===== src/rtl/i2c_pkg.sv =====
// Shared command codes, phase constants and the per-phase open-drain drive table
// for the I2C bit-level sequencer.
package i2c_pkg;

  typedef enum logic [1:0] {
    CMD_START = 2'd0,
    CMD_STOP  = 2'd1,
    CMD_WRITE = 2'd2,
    CMD_READ  = 2'd3
  } cmd_t;

  typedef enum logic {
    ST_IDLE = 1'b0,
    ST_CMD  = 1'b1
  } state_t;

  localparam int         NUM_PHASES = 4;
  localparam logic [1:0] PH_LAST    = 2'(NUM_PHASES - 1);
  localparam logic [1:0] PH_STRETCH = 2'd1;
  localparam logic [1:0] PH_SAMPLE  = 2'd2;

  // Returns {sda_oe, scl_oe}; an enable of 1 pulls the line low.
  function automatic logic [1:0] phase_oe(input cmd_t cmd, input logic [1:0] ph, input logic d);
    logic [1:0] oe;
    oe = 2'b00;
    case (cmd)
      CMD_START: begin
        case (ph)
          2'd0, 2'd1: oe = 2'b00;
          2'd2:       oe = 2'b10;
          default:    oe = 2'b11;
        endcase
      end
      CMD_STOP: begin
        case (ph)
          2'd0:       oe = 2'b11;
          2'd1, 2'd2: oe = 2'b10;
          default:    oe = 2'b00;
        endcase
      end
      CMD_WRITE: oe = {~d, (ph == 2'd0) || (ph == 2'd3)};
      default:   oe = {1'b0, (ph == 2'd0) || (ph == 2'd3)};
    endcase
    return oe;
  endfunction

endpackage


===== src/rtl/i2c_bit_ctrl_if.sv =====
// Command handshake, status and pad signals of the I2C bit sequencer.
// The slave modport is the sequencer, master is the byte controller plus pads.
interface i2c_bit_ctrl_if #(
  parameter int PRESC_W = 16
);
  logic [PRESC_W-1:0] prescale;
  logic [1:0]         cmd;
  logic               cmd_wdata;
  logic               cmd_valid;
  logic               cmd_ready;
  logic               done;
  logic               rd_bit;
  logic               arb_lost;
  logic               busy;
  logic               scl_i;
  logic               sda_i;
  logic               scl_oe;
  logic               sda_oe;

  modport slave (
    input  prescale, cmd, cmd_wdata, cmd_valid, scl_i, sda_i,
    output cmd_ready, done, rd_bit, arb_lost, busy, scl_oe, sda_oe
  );

  modport master (
    output prescale, cmd, cmd_wdata, cmd_valid, scl_i, sda_i,
    input  cmd_ready, done, rd_bit, arb_lost, busy, scl_oe, sda_oe
  );
endinterface


===== src/rtl/i2c_sync.sv =====
// Two-flop synchronizer for an asynchronous pad input; resets to 1 (idle bus level).
module i2c_sync (
  input  logic clk,
  input  logic rst_n,
  input  logic i_d,
  output logic o_q
);
  logic r_meta;
  logic r_q;

  always_ff @(posedge clk or negedge rst_n) begin
    if (!rst_n) begin
      r_meta <= 1'b1;
      r_q    <= 1'b1;
    end else begin
      r_meta <= i_d;
      r_q    <= r_meta;
    end
  end

  assign o_q = r_q;
endmodule


===== src/rtl/i2c_bit_ctrl.sv =====
// Bit-level I2C master: runs one START/STOP/WRITE/READ command as four prescaled
// phases, driving registered SCL/SDA open-drain enables.
module i2c_bit_ctrl
  import i2c_pkg::*;
#(
  parameter int PRESC_W = 16
) (
  input  logic           clk,
  input  logic           rst_n,
  i2c_bit_ctrl_if.slave  bus
);

  state_t             r_state, w_state_next;
  cmd_t               r_cmd, w_cmd_next;
  logic               r_wdata, w_wdata_next;
  logic [PRESC_W-1:0] r_presc, w_presc_next;
  logic [PRESC_W-1:0] r_cnt, w_cnt_next;
  logic [1:0]         r_ph, w_ph_next;
  logic               r_scl_oe, w_scl_oe_next;
  logic               r_sda_oe, w_sda_oe_next;
  logic               r_done, w_done_next;
  logic               r_arb_lost, w_arb_lost_next;
  logic               r_rd_bit, w_rd_bit_next;
  logic               w_scl_s;
  logic               w_sda_s;
  logic               w_lost;

  i2c_sync u_scl_sync (.clk(clk), .rst_n(rst_n), .i_d(bus.scl_i), .o_q(w_scl_s));
  i2c_sync u_sda_sync (.clk(clk), .rst_n(rst_n), .i_d(bus.sda_i), .o_q(w_sda_s));

  // We released SDA to send a 1 but someone else holds it low.
  assign w_lost = (r_cmd == CMD_WRITE) && r_wdata && !w_sda_s && (r_ph == PH_SAMPLE);

  always_ff @(posedge clk or negedge rst_n) begin
    if (!rst_n) begin
      r_state    <= ST_IDLE;
      r_cmd      <= CMD_START;
      r_wdata    <= 1'b0;
      r_presc    <= '0;
      r_cnt      <= '0;
      r_ph       <= 2'd0;
      r_scl_oe   <= 1'b0;
      r_sda_oe   <= 1'b0;
      r_done     <= 1'b0;
      r_arb_lost <= 1'b0;
      r_rd_bit   <= 1'b0;
    end else begin
      r_state    <= w_state_next;
      r_cmd      <= w_cmd_next;
      r_wdata    <= w_wdata_next;
      r_presc    <= w_presc_next;
      r_cnt      <= w_cnt_next;
      r_ph       <= w_ph_next;
      r_scl_oe   <= w_scl_oe_next;
      r_sda_oe   <= w_sda_oe_next;
      r_done     <= w_done_next;
      r_arb_lost <= w_arb_lost_next;
      r_rd_bit   <= w_rd_bit_next;
    end
  end

  always_comb begin
    w_state_next    = r_state;
    w_cmd_next      = r_cmd;
    w_wdata_next    = r_wdata;
    w_presc_next    = r_presc;
    w_cnt_next      = r_cnt;
    w_ph_next       = r_ph;
    w_scl_oe_next   = r_scl_oe;
    w_sda_oe_next   = r_sda_oe;
    w_done_next     = 1'b0;
    w_arb_lost_next = 1'b0;
    w_rd_bit_next   = r_rd_bit;

    case (r_state)
      ST_IDLE: begin
        if (bus.cmd_valid) begin
          w_state_next                   = ST_CMD;
          w_cmd_next                     = cmd_t'(bus.cmd);
          w_wdata_next                   = bus.cmd_wdata;
          w_presc_next                   = bus.prescale;
          w_cnt_next                     = bus.prescale;
          w_ph_next                      = 2'd0;
          {w_sda_oe_next, w_scl_oe_next} = phase_oe(cmd_t'(bus.cmd), 2'd0, bus.cmd_wdata);
        end
      end
      ST_CMD: begin
        // A slave holding SCL low freezes the high phase until it lets go.
        if ((r_ph == PH_STRETCH) && !w_scl_s) begin
          w_cnt_next = r_cnt;
        end else if (r_cnt != '0) begin
          w_cnt_next = r_cnt - 1'b1;
        end else begin
          w_cnt_next = r_presc;
          if ((r_ph == PH_SAMPLE) && (r_cmd == CMD_READ))
            w_rd_bit_next = w_sda_s;
          if (w_lost) begin
            w_arb_lost_next = 1'b1;
            w_state_next    = ST_IDLE;
            w_scl_oe_next   = 1'b0;
            w_sda_oe_next   = 1'b0;
          end else if (r_ph == PH_LAST) begin
            w_done_next  = 1'b1;
            w_state_next = ST_IDLE;
          end else begin
            w_ph_next                      = r_ph + 2'd1;
            {w_sda_oe_next, w_scl_oe_next} = phase_oe(r_cmd, r_ph + 2'd1, r_wdata);
          end
        end
      end
      default: w_state_next = ST_IDLE;
    endcase
  end

  assign bus.cmd_ready = (r_state == ST_IDLE);
  assign bus.busy      = (r_state != ST_IDLE);
  assign bus.done      = r_done;
  assign bus.arb_lost  = r_arb_lost;
  assign bus.rd_bit    = r_rd_bit;
  assign bus.scl_oe    = r_scl_oe;
  assign bus.sda_oe    = r_sda_oe;

endmodule

===== src/flat_wrapper.sv =====
// flat-port wrapper written by rule: the top's interface ports become plain ports
module i2c_bit_ctrl_flat import i2c_pkg::*;
#(
  parameter int PRESC_W = 16
)
  (clk, rst_n, bus_prescale, bus_cmd, bus_cmd_wdata, bus_cmd_valid, bus_scl_i, bus_sda_i, bus_cmd_ready, bus_done, bus_rd_bit, bus_arb_lost, bus_busy, bus_scl_oe, bus_sda_oe);
  i2c_bit_ctrl_if #(.PRESC_W(PRESC_W)) bus_i ();
  input  logic clk;
  input  logic rst_n;
  input wire logic [$bits(bus_i.prescale)-1:0] bus_prescale;
  input wire logic [$bits(bus_i.cmd)-1:0] bus_cmd;
  input wire logic [$bits(bus_i.cmd_wdata)-1:0] bus_cmd_wdata;
  input wire logic [$bits(bus_i.cmd_valid)-1:0] bus_cmd_valid;
  input wire logic [$bits(bus_i.scl_i)-1:0] bus_scl_i;
  input wire logic [$bits(bus_i.sda_i)-1:0] bus_sda_i;
  output wire logic [$bits(bus_i.cmd_ready)-1:0] bus_cmd_ready;
  output wire logic [$bits(bus_i.done)-1:0] bus_done;
  output wire logic [$bits(bus_i.rd_bit)-1:0] bus_rd_bit;
  output wire logic [$bits(bus_i.arb_lost)-1:0] bus_arb_lost;
  output wire logic [$bits(bus_i.busy)-1:0] bus_busy;
  output wire logic [$bits(bus_i.scl_oe)-1:0] bus_scl_oe;
  output wire logic [$bits(bus_i.sda_oe)-1:0] bus_sda_oe;
  assign bus_i.prescale = bus_prescale;
  assign bus_i.cmd = bus_cmd;
  assign bus_i.cmd_wdata = bus_cmd_wdata;
  assign bus_i.cmd_valid = bus_cmd_valid;
  assign bus_i.scl_i = bus_scl_i;
  assign bus_i.sda_i = bus_sda_i;
  assign bus_cmd_ready = bus_i.cmd_ready;
  assign bus_done = bus_i.done;
  assign bus_rd_bit = bus_i.rd_bit;
  assign bus_arb_lost = bus_i.arb_lost;
  assign bus_busy = bus_i.busy;
  assign bus_scl_oe = bus_i.scl_oe;
  assign bus_sda_oe = bus_i.sda_oe;
  i2c_bit_ctrl #(.PRESC_W(PRESC_W)) u_core (.clk(clk), .rst_n(rst_n), .bus(bus_i));
endmodule

===== config.mk =====
export PLATFORM = sky130hd
export DESIGN_NAME = i2c_bit_ctrl_flat
export DESIGN_NICKNAME = d
export VERILOG_FILES = /design/src/rtl/i2c_pkg.sv /design/src/rtl/i2c_bit_ctrl_if.sv /design/src/rtl/i2c_sync.sv /design/src/rtl/i2c_bit_ctrl.sv /design/src/flat_wrapper.sv
export SDC_FILE = /design/constraint.sdc
export NUM_CORES = 1
export LEC_CHECK = 0
export ABC_AREA = 1
export CORE_ASPECT_RATIO = 0.7
export CORE_MARGIN = 8
export CORE_UTILIZATION = 45
export CTS_CLUSTER_DIAMETER = 150
export DETAILED_ROUTE_END_ITERATION = 7
export PLACE_DENSITY_LB_ADDON = 0.3
export SLEW_MARGIN = 20
export SYNTH_ARGS = -nofsm -noshare
export SYNTH_HDL_FRONTEND = slang
export SYNTH_SLANG_ARGS = --single-unit

===== constraint.sdc =====
create_clock -name clk -period 1.4 [get_ports clk]
set_input_delay 0.21 -clock clk [delete_from_list [all_inputs] [get_ports clk]]
set_output_delay 0.21 -clock clk [all_outputs]
set_load 0.1 [all_outputs]

Yosys cells after proc, flatten, opt, wreduce, memory -nomap -nowiden
Cells that the tools add are included.

Reductions and logical operators: 19. Bitwise logic cells: 5. Equality and inequality tests: 17. Add/sub/neg operators: 2. Muxes and demuxes: 41.

Operators with widths (number): 16-bit two-way mux (3); 16-bit one-hot mux with 2 select lines (1); 1-bit two-way mux (24); 16-bit nonzero test (1); 16-bit by 1-bit subtractor with 16-bit output (second input constant) (1); 2-bit == test (second input constant) (7); 2-bit one-hot mux with 2 select lines (3); 2-bit one-hot mux with 3 select lines (2); 2-bit two-way mux (5); 2-bit != test (second input constant) (5); 2-bit by 1-bit == test with 1-bit output (second input constant) (4); 4-bit AND reduction (2); 2-bit logical NOT (3); 1-bit one-hot mux with 2 select lines (3); 1-bit logical AND (5); 1-bit inverter (5); 5-bit AND reduction (1); 2-bit AND reduction (2); 2-bit OR reduction (2); 3-bit != test (second input constant) (1); 2-bit by 1-bit adder with 2-bit output (second input constant) (1); 1-bit logical NOT (2); 1-bit logical OR (1).

Output and inout bits: 7. Register bits: 47. Logic and storage cells: 99.

Depth between registers and ports, before layout
Gate-level depths: netlist of the first run.

Depth in word-level cells: 10. Depth in mapped cells: 11. Mapped depth without buffers: 11.

By module
From an unflattened synthesis of the first run, not the netlist that was laid out.

Cell total of the unflattened synthesis: 350. Area total of the unflattened synthesis: 2766.4 um2.

Modules (own cells, without submodules): i2c_bit_ctrl (seq. area each 1076.0 um2, times used 1, area an instance 2661.3 um2, cells an instance 346); i2c_sync (seq. area each 52.6 um2, times used 2, area an instance 52.6 um2, cells an instance 2).

Worst setup path after synthesis of the first run
No wires, ideal clock.

Path kind: flip-flop to flip-flop. Start: register u_core.r_state (netlist: u_core.bus.busy). End: register u_core.r_presc[0]. Setup time: 0.125 ns. Arrival: 2.167 ns. Stages on the path, launching flop included: 6. Required time: 1.275 ns. Slack: -0.892 ns. Cells stage by stage: dfrtp_1 clkbuf_8 inv_2 nand2_4 buf_2 mux2_2.

Longest elaborated chain between the ends: 2.

Ends and longest elaborated chain: start: declaration (line i2c_bit_ctrl.sv:13) `state_t r_state, w_state_next;`; start signal: assignment (line i2c_bit_ctrl.sv:48) `r_state <= w_state_next;`; 1-bit inverter (no line); via bus_cmd_ready (line flat_wrapper.sv:16) `output wire logic [$bits(bus_i.cmd_ready)-1:0] bus_cmd_ready;`; 2-bit AND reduction (no line); end signal: assignment (line i2c_bit_ctrl.sv:51) `r_presc <= w_presc_next;`; end: declaration (line i2c_bit_ctrl.sv:16) `logic [PRESC_W-1:0] r_presc, w_presc_next;`.

The timed path passes the listed nets, and every way through them passes these cells. A chain may end at the register's enable or synchronous reset.

Worst setup path in the final report of the first run
Start: register u_core.r_cnt[4]. End: register u_core.r_scl_oe (netlist: u_core.bus.scl_oe).

Longest elaborated chain between the ends: 3.

Ends and longest elaborated chain: start: declaration (line i2c_bit_ctrl.sv:17) `logic [PRESC_W-1:0] r_cnt, w_cnt_next;`; start signal: assignment (line i2c_bit_ctrl.sv:52) `r_cnt <= w_cnt_next;`; 16-bit nonzero test (line i2c_bit_ctrl.sv:91) `end else if (r_cnt != '0) begin`; 2-bit != test (no line); 4-bit AND reduction (no line); end signal: assignment (line i2c_bit_ctrl.sv:54) `r_scl_oe <= w_scl_oe_next;`; end: declaration (line i2c_bit_ctrl.sv:19) `logic r_scl_oe, w_scl_oe_next;`.

Every way passes these cells.

==> flow_summary.toml, run 1 <==
[sta]
hold_viol_final = 0
layout_min_cycle_time_ns = 1.53
fin_skew_ns = 0.00798
setup_viol = 22
fmax_mhz = 655
slew-limit-headroom_pct = 80.7
min_period_over_period_pct = 109
setup_ws_ns = -0.127
drv_slew = 0
worstMarginPinSlew_ns = 0.287
timing.hold.ws_ns = 0.299
rsz0062_at_grt = "true"

[placement]
dp_slack_ns = -0.135
place.detailed.instances = 534
io_buffers = 30
gp_congestion = 0.898
place_hpwl_mm = 5.72

[worst_hold_path]
min_from = "bus_sda_i"
min_delay_worst_endpoint = "u_core.u_sda_sync.r_meta$_DFF_PN1_"
hp-class = "input pin to flop"
min_path_cells = 1

[layout]
final_cells = 556
drive_gt1_share_pct = 38.3
area_delta_synth_final_pct = 44.4
diodes = 0
nets = 491

[clock_network]
clk_pin_slew_ns = 0.10
htree_num_levels = 2
cts_tree = "yes"
clk_latency_ns = 0.30
cts_buffers = 5
cts.sinks = 47
cts_root_buf = "clkbuf_8"
clockBufferDepth = 2

[setup_path]
endpoint_kind = "flop"
crit_family = "simple AND/OR/NAND/NOR gates"
worst_r2r_endpoint = "u_core.bus.scl_oe$_DFFE_PN0P_"
cp.required_ns = 1.60
crit_buf_inv = 0
path_class = "flop to flop"
rr_worst_depth = 8
crit_fanout = 8
worstReg2RegStart = "u_core.r_cnt[4]$_DFFE_PN0P_"
max_stage_delay_ns = 0.43
ff2ff_setup_slack_ns = -0.13
crit_slowest_cell = "dfrtp_1"
path_cells = "nor2_4, nand2_4, nor2_8, nand2_8, o21ai_4, nand2_2, nand2_1, o21ai_1"
cp.arrival_ns = 1.73
start_kind = "flop"

[yosys]
synth_ff_type = "dfrtp_1"
yosys.area.top_type = "dfrtp_1"
seq_area_frac_synth_pct = 39.3
syn_area_um2 = 3000
synth_fa_ha_area_share_pct = 2.50
synth.most_common_cell = "nand2_1"
syn_area_per_cell_um2 = 8.18
yosysWarnings = 0
synth_compound_area_share_pct = 10.8
synthXorXnorAreaFrac_pct = 0.875
synth_simple_gate_area_share_pct = 34.0
synth_top_family_by_area = "simple AND/OR/NAND/NOR gates"
synth.distinct_cells = 37
yosys-top-cells-area = "dfrtp_1, nand2_1, inv_1"
synth-seq-cells = 47
synth-edff-count = 0
netlist.area_leader.share_pct = 35.8
syn_nets = 397
async_reset_ff_share_pct = 100
synthMuxAreaShare_pct = 4.50
syn_inst = 367
synthTopCellsByCount = "nand2_1, dfrtp_1, inv_1"

[floorplan]
dieArea_um2 = 9580
fp.dieW_um = 114
start_util_pct = 45.5
die_h_um = 84.3
num_io_pins = 31
coreArea_um2 = 6600
rows = 25

[routing]
drt-pass1-iter-count = 4
post-route-drc-count = 0
wl_mm = 8.05
vias_per_cell = 5.04
ant_nets = 0
wire_per_inst_um = 14.5
via_count = 2802
first_iter_violations = 123

[power]
switchingPower_uw = 1180
power_density_nw_per_um2 = 877
p_leak_uw = 0.00213
p_seq_share_pct = 42.4
clockPowerShare_pct = 28.8
p_int_uw = 2630
switching_share_pct = 30.9
ir_worst_vdd_mv = 0.567
combPwrFrac_pct = 28.8

[grt]
grt_pass1_vias = 2714
grt_pass1_wl_mm = 13.2
overflow = 0
grt_use_total_pct = 16.8
antenna_found_initial = 0
grt_max_degree = 48

[outcome]
violations = "setup timing"
status = "complete, but fails checks"

[job]
cap_viol_max_count = 0
==> layer usage <==
metal | part of all wire, % | up-vias | GRT usage (%)
li1 | - | 1395 | -
met4 | 0.67 | 0 | 2.17
met3 | 4.5 | 7 | 3.30
met5 | 0 | - | 0
met2 | 47 | 58 | 26.9
met1 | 48 | 1342 | 23.5
==> state kept, by name, summed over array words and instances, names as in the netlist <==
name,flops
u_core.bus.arb_lost,1
u_core.u_sda_sync.r_meta,1
u_core.u_scl_sync.o_q,1
u_core.r_cnt,16
u_core.bus.scl_oe,1
u_core.r_cmd,2
u_core.bus.rd_bit,1
u_core.u_sda_sync.o_q,1
u_core.u_scl_sync.r_meta,1
u_core.bus.done,1
u_core.bus.sda_oe,1
u_core.r_ph,2
u_core.bus.busy,1
u_core.r_presc,16
u_core.r_wdata,1
==> final cells by class <==
cell class | count | area [um2]
Timing Repair Buffer | 97 | 941
Sequential cell | 47 | 1190
Multi-Input combinational cell | 265 | 1780
Inverter | 45 | 188
Clock inverter | 2 | 38.8
Clock buffer | 6 | 82.6
Tap cell | 94 | 118
Fill cell | 528 | 2260
==> kinds of logic after synthesis <==
logic type,after synthesis
fa+ha+maj,6
xor+xnor,3
flops,47
mux,12
buf+inv,55
simple gates,189
compound gates,55
==> stage by stage <==
step | area [um2] | TNS, ns | util (%) | power, uW
after global routing | 4340 | -3.88 | 65.7 | 4000
final | 4340 | -1.72 | 65.7 | 3800
after CTS | 4180 | -1.19 | 63.4 | 3690
after detailed placement | 3880 | -3.77 | 58.8 | 2460
after global placement | 3880 | -3.00 | 58.8 | 2440
after floorplan | 3080 | -6.12 | - | 2040
==> placed cells by master (no fill, tap or decap), types with 4 or more instances in the layout <==
master,netlist,routed
o21ai_1,5,8
nand3_1,22,20
clkbuf_8,1,6
nor2_1,35,26
nand2_2,2,8
nor2_2,9,11
dfstp_2,4,4
nand3b_1,6,6
inv_2,2,7
nand2_1,79,72
nor2_4,2,9
buf_12,0,10
nor2_8,4,4
a21oi_2,2,8
dfrtp_1,43,39
clkdlybuf4s50_1,0,22
nand4_1,11,11
nand3_2,13,13
buf_4,1,60
mux2_2,8,8
inv_1,43,36
a21oi_1,21,15
o21ai_0,19,15
==> how the worst max path moves through the flow <==
stage                                            from                            end  slack (ns)  depth (start not counted)
after floorplan             u_core.bus.busy$_DFF_PN0_   u_core.r_cnt[12]$_DFFE_PN0P_       -0.26                          8
after global placement    u_core.r_cnt[1]$_DFFE_PN0P_     u_core.r_ph[0]$_DFFE_PN0P_       -0.11                          8
after global routing      u_core.r_cnt[0]$_DFFE_PN0P_   u_core.r_cnt[10]$_DFFE_PN0P_       -0.24                         12
after detailed placement  u_core.r_cnt[1]$_DFFE_PN0P_     u_core.r_ph[0]$_DFFE_PN0P_       -0.14                          8
final                     u_core.r_cnt[4]$_DFFE_PN0P_  u_core.bus.scl_oe$_DFFE_PN0P_       -0.13                          8
after CTS                 u_core.r_cnt[5]$_DFFE_PN0P_   u_core.r_cnt[13]$_DFFE_PN0P_       -0.09                         10
==> power by group through the flow <==
stage | logic, uW | registers, uW | clock network, uW
after CTS | 967 | 1600 | 1120
after detailed placement | 851 | 1610 | 0
after global placement | 837 | 1610 | 0
after floorplan | 430 | 1610 | 0
after global routing | 1200 | 1630 | 1170
final | 1100 | 1610 | 1100
==> timing repair <==
item | 4_1_cts | 5_1_grt
gates cloned | 1 | 0
pin swaps | 6 | 9
hold buffers | 1 | 0
buffers inserted | 4 | 8
hold endpoints to repair | 43 | 0
endpoints found under the setup margin | 26 | 25
resized for setup | 29 | 26
Power figures use the tool's default switching activity.
==> run 2, diff against run 1 <==
Settings changed: REMOVE_ABC_BUFFERS from default to 1.
Clock period 1.4 ns to 1.5 ns, I/O delays scaled along.
==> run 2 against run 1 <==
  * The run still ends with setup timing left
  * Via count is 4.4% lower
  * Fmax is 0.82% lower
  * Cell count is 4.0% lower
  * Die area stayed put
  * Clock-buffer cell count is 1 lower
  * Sequential share of layout area is 1.5 points higher
  * Global-route usage is 0.45 points higher
  * Sequential power is 6% lower
  * Clock skew is 0.0029 ns higher
  * Cell area is 5.6% lower
  * Power is 12% lower
  * Non-clock buffer count is 23 lower
==> flow_summary.toml, run 2 (synthesis gave the netlist of run 1 again) <==
[outcome]
status = "complete, but fails checks"
violations = "setup timing"

[placement]
gp_congestion = 0.940
dp_slack_ns = -0.111
io_buffers = 30
place_hpwl_mm = 5.73

[setup_path]
path_class = "flop to flop"
crit_buf_inv = 1
crit_cells = 11
max_stage_delay_ns = 0.41
endpoint = "u_core.r_cnt[6]$_DFFE_PN0P_"
worst_r2r_endpoint = "u_core.r_cnt[6]$_DFFE_PN0P_"
crit_fanout = 3
crit_top_cell = "nand2_1"
crit_start = "u_core.r_cnt[1]$_DFFE_PN0P_"
endpoint_kind = "flop"
crit_family = "simple AND/OR/NAND/NOR gates"
cp.arrival_ns = 1.74
rr_worst_depth = 11
start_kind = "flop"
ff2ff_setup_slack_ns = -0.04
path_cells = "inv_2, ha_1, nand2_1, nor2_2, nand2_1, nand2_1, nand2_1, nand2_1, nand2_1, nand2_1, a21oi_1"
worstReg2RegStart = "u_core.r_cnt[1]$_DFFE_PN0P_"
crit_slowest_cell = "dfrtp_1"
cp.required_ns = 1.70

[routing]
post-route-drc-count = 0
ant_nets = 0
first_iter_violations = 139
vias_per_cell = 5.01
via_count = 2678
wire_per_inst_um = 14.9
wl_mm = 7.94
drt-pass1-iter-count = 4

[power]
ir_worst_vdd_mv = 0.591
power_density_nw_per_um2 = 820
p_leak_uw = 0.00203
power.total_uw = 3360

[grt]
antenna_found_initial = 0
overflow = 0
grt_pass1_wl_mm = 13.5
grt_pass1_vias = 2775
grt_use_total_pct = 17.3
grt_max_degree = 27

[layout]
fillerInstances = 569
final_common_cell = "nand2_1"
diodes = 0
largestRegisters = "u_core.r_cnt: 16 flops, u_core.r_presc: 16 flops"
area_delta_synth_final_pct = 36.3
regArea_um2 = 1180
multi_input_area_um2 = 1720
mostFrequentLayoutCells = "nand2_1, dfrtp_1, inv_1"
nets = 469
drive_gt1_share_pct = 33.9

[worst_hold_path]
hp-class = "input pin to flop"
min_from = "bus_scl_i"

[clock_network]
cts.sinks = 47
clk_pin_slew_ns = 0.10
cts_root_buf = "clkbuf_8"
clockBufferDepth = 2
cts_tree = "yes"
cts_buffers = 5
clk_latency_ns = 0.31
htree_num_levels = 2

[job]
cap_viol_max_count = 0

[sta]
worstMarginPinSlew_ns = 0.465
setup_ws_ns = -0.0399
slew-limit-headroom_pct = 69.0
fmax_mhz = 649
setup_viol = 14
fin_skew_ns = 0.0109
rsz0062_at_grt = "true"
hold_viol_final = 0
drv_slew = 0
layout_min_cycle_time_ns = 1.54
min_period_over_period_pct = 103

[floorplan]
die_h_um = 84.3
start_util_pct = 45.5
rows = 25
num_io_pins = 31
dieArea_um2 = 9580
coreArea_um2 = 6600
fp.dieW_um = 114
==> run 2: cell types whose count changed in the layout (fill, tap and decap cells not counted), sizes merged <==
| cell | change |
|---|---|
| clkbuf | -1 |
| clkinvlp | +3 |
| buf | -22 |
| bufbuf | -1 |
| inv | -1 |
==> run 2: per-layer routing <==
layer  wire (um)  share of wire [%]  GRT usage (%)  up-vias
li1            -                  -              -     1346
met1        3730                 47           23.5     1265
met2        3660                 46           27.3       60
met3         499                6.3           3.72        7
met4          54               0.68           3.98        0
met5           0                  0              0        -
==> run 2: cell type report <==
class	count	share of cell area, %
Tap cell	94	2.87
Sequential cell	47	28.9
Clock inverter	3	1.13
Inverter	45	4.34
Multi-Input combinational cell	265	42.0
Timing Repair inverter	1	0.183
Clock buffer	5	1.68
Timing Repair Buffer	74	18.8
==> run 2: worst min path at each step <==
stage,endpoint,cells after the start
2_1_floorplan,u_core.bus.arb_lost$_DFF_PN0_,0
3_3_place_gp,u_core.r_presc[1]$_DFFE_PN0P_,1
3_5_place_dp,u_core.r_presc[1]$_DFFE_PN0P_,1
4_1_cts,u_core.u_scl_sync.r_meta$_DFF_PN1_,1
5_1_grt,u_core.u_sda_sync.r_meta$_DFF_PN1_,1
6_report,u_core.u_scl_sync.r_meta$_DFF_PN1_,1
==> run 2: power breakdown <==
group          switching [uW]  internal (uW)  leakage (uW)  total, uW
Sequential                140           1370      0.000538       1510
Clock                     479            503     0.0000548        982
Combinational             454            409       0.00143        863
Total                    1070           2280       0.00203       3360
==> run 2: timing repair <==
| action | CTS | global route |
|---|---|---|
| gates resized for setup | 30 | 40 |
| pin swaps | 8 | 11 |
| hold buffers | 1 | 0 |
| cloned | 1 | 0 |
| setup endpoints to repair | 23 | 23 |
| buffers inserted | 2 | 3 |
| hold endpoints to repair | 13 | 0 |
==> run 2: worst register-to-register path, delay by kind of cell, from the launching register on <==
family | cells | cell delay, ns
AND/OR/NAND/NOR | 8 | 0.65
flip-flops | 1 | 0.41
adder cells (fa/ha/maj) | 1 | 0.22
buffers and inverters | 1 | 0.10
AO/OA/AOI/OAI | 1 | 0.06
==> run 2: per-stage QoR <==
stage | hold WS, ns | setup TNS [ns] | cells | instance area [um2] | util (%)
global route | 0.289 | -2.29 | 534 | 4090 | 62.0
global placement | 0.207 | -0.633 | 519 | 3740 | 56.6
CTS | 0.302 | -0.316 | 531 | 3940 | 59.7
floorplan | -0.0706 | -54.89 | 357 | 2930 | -
finish | 0.304 | -0.269 | 534 | 4090 | 62.0
detailed placement | 0.200 | -1.77 | 519 | 3740 | 56.6
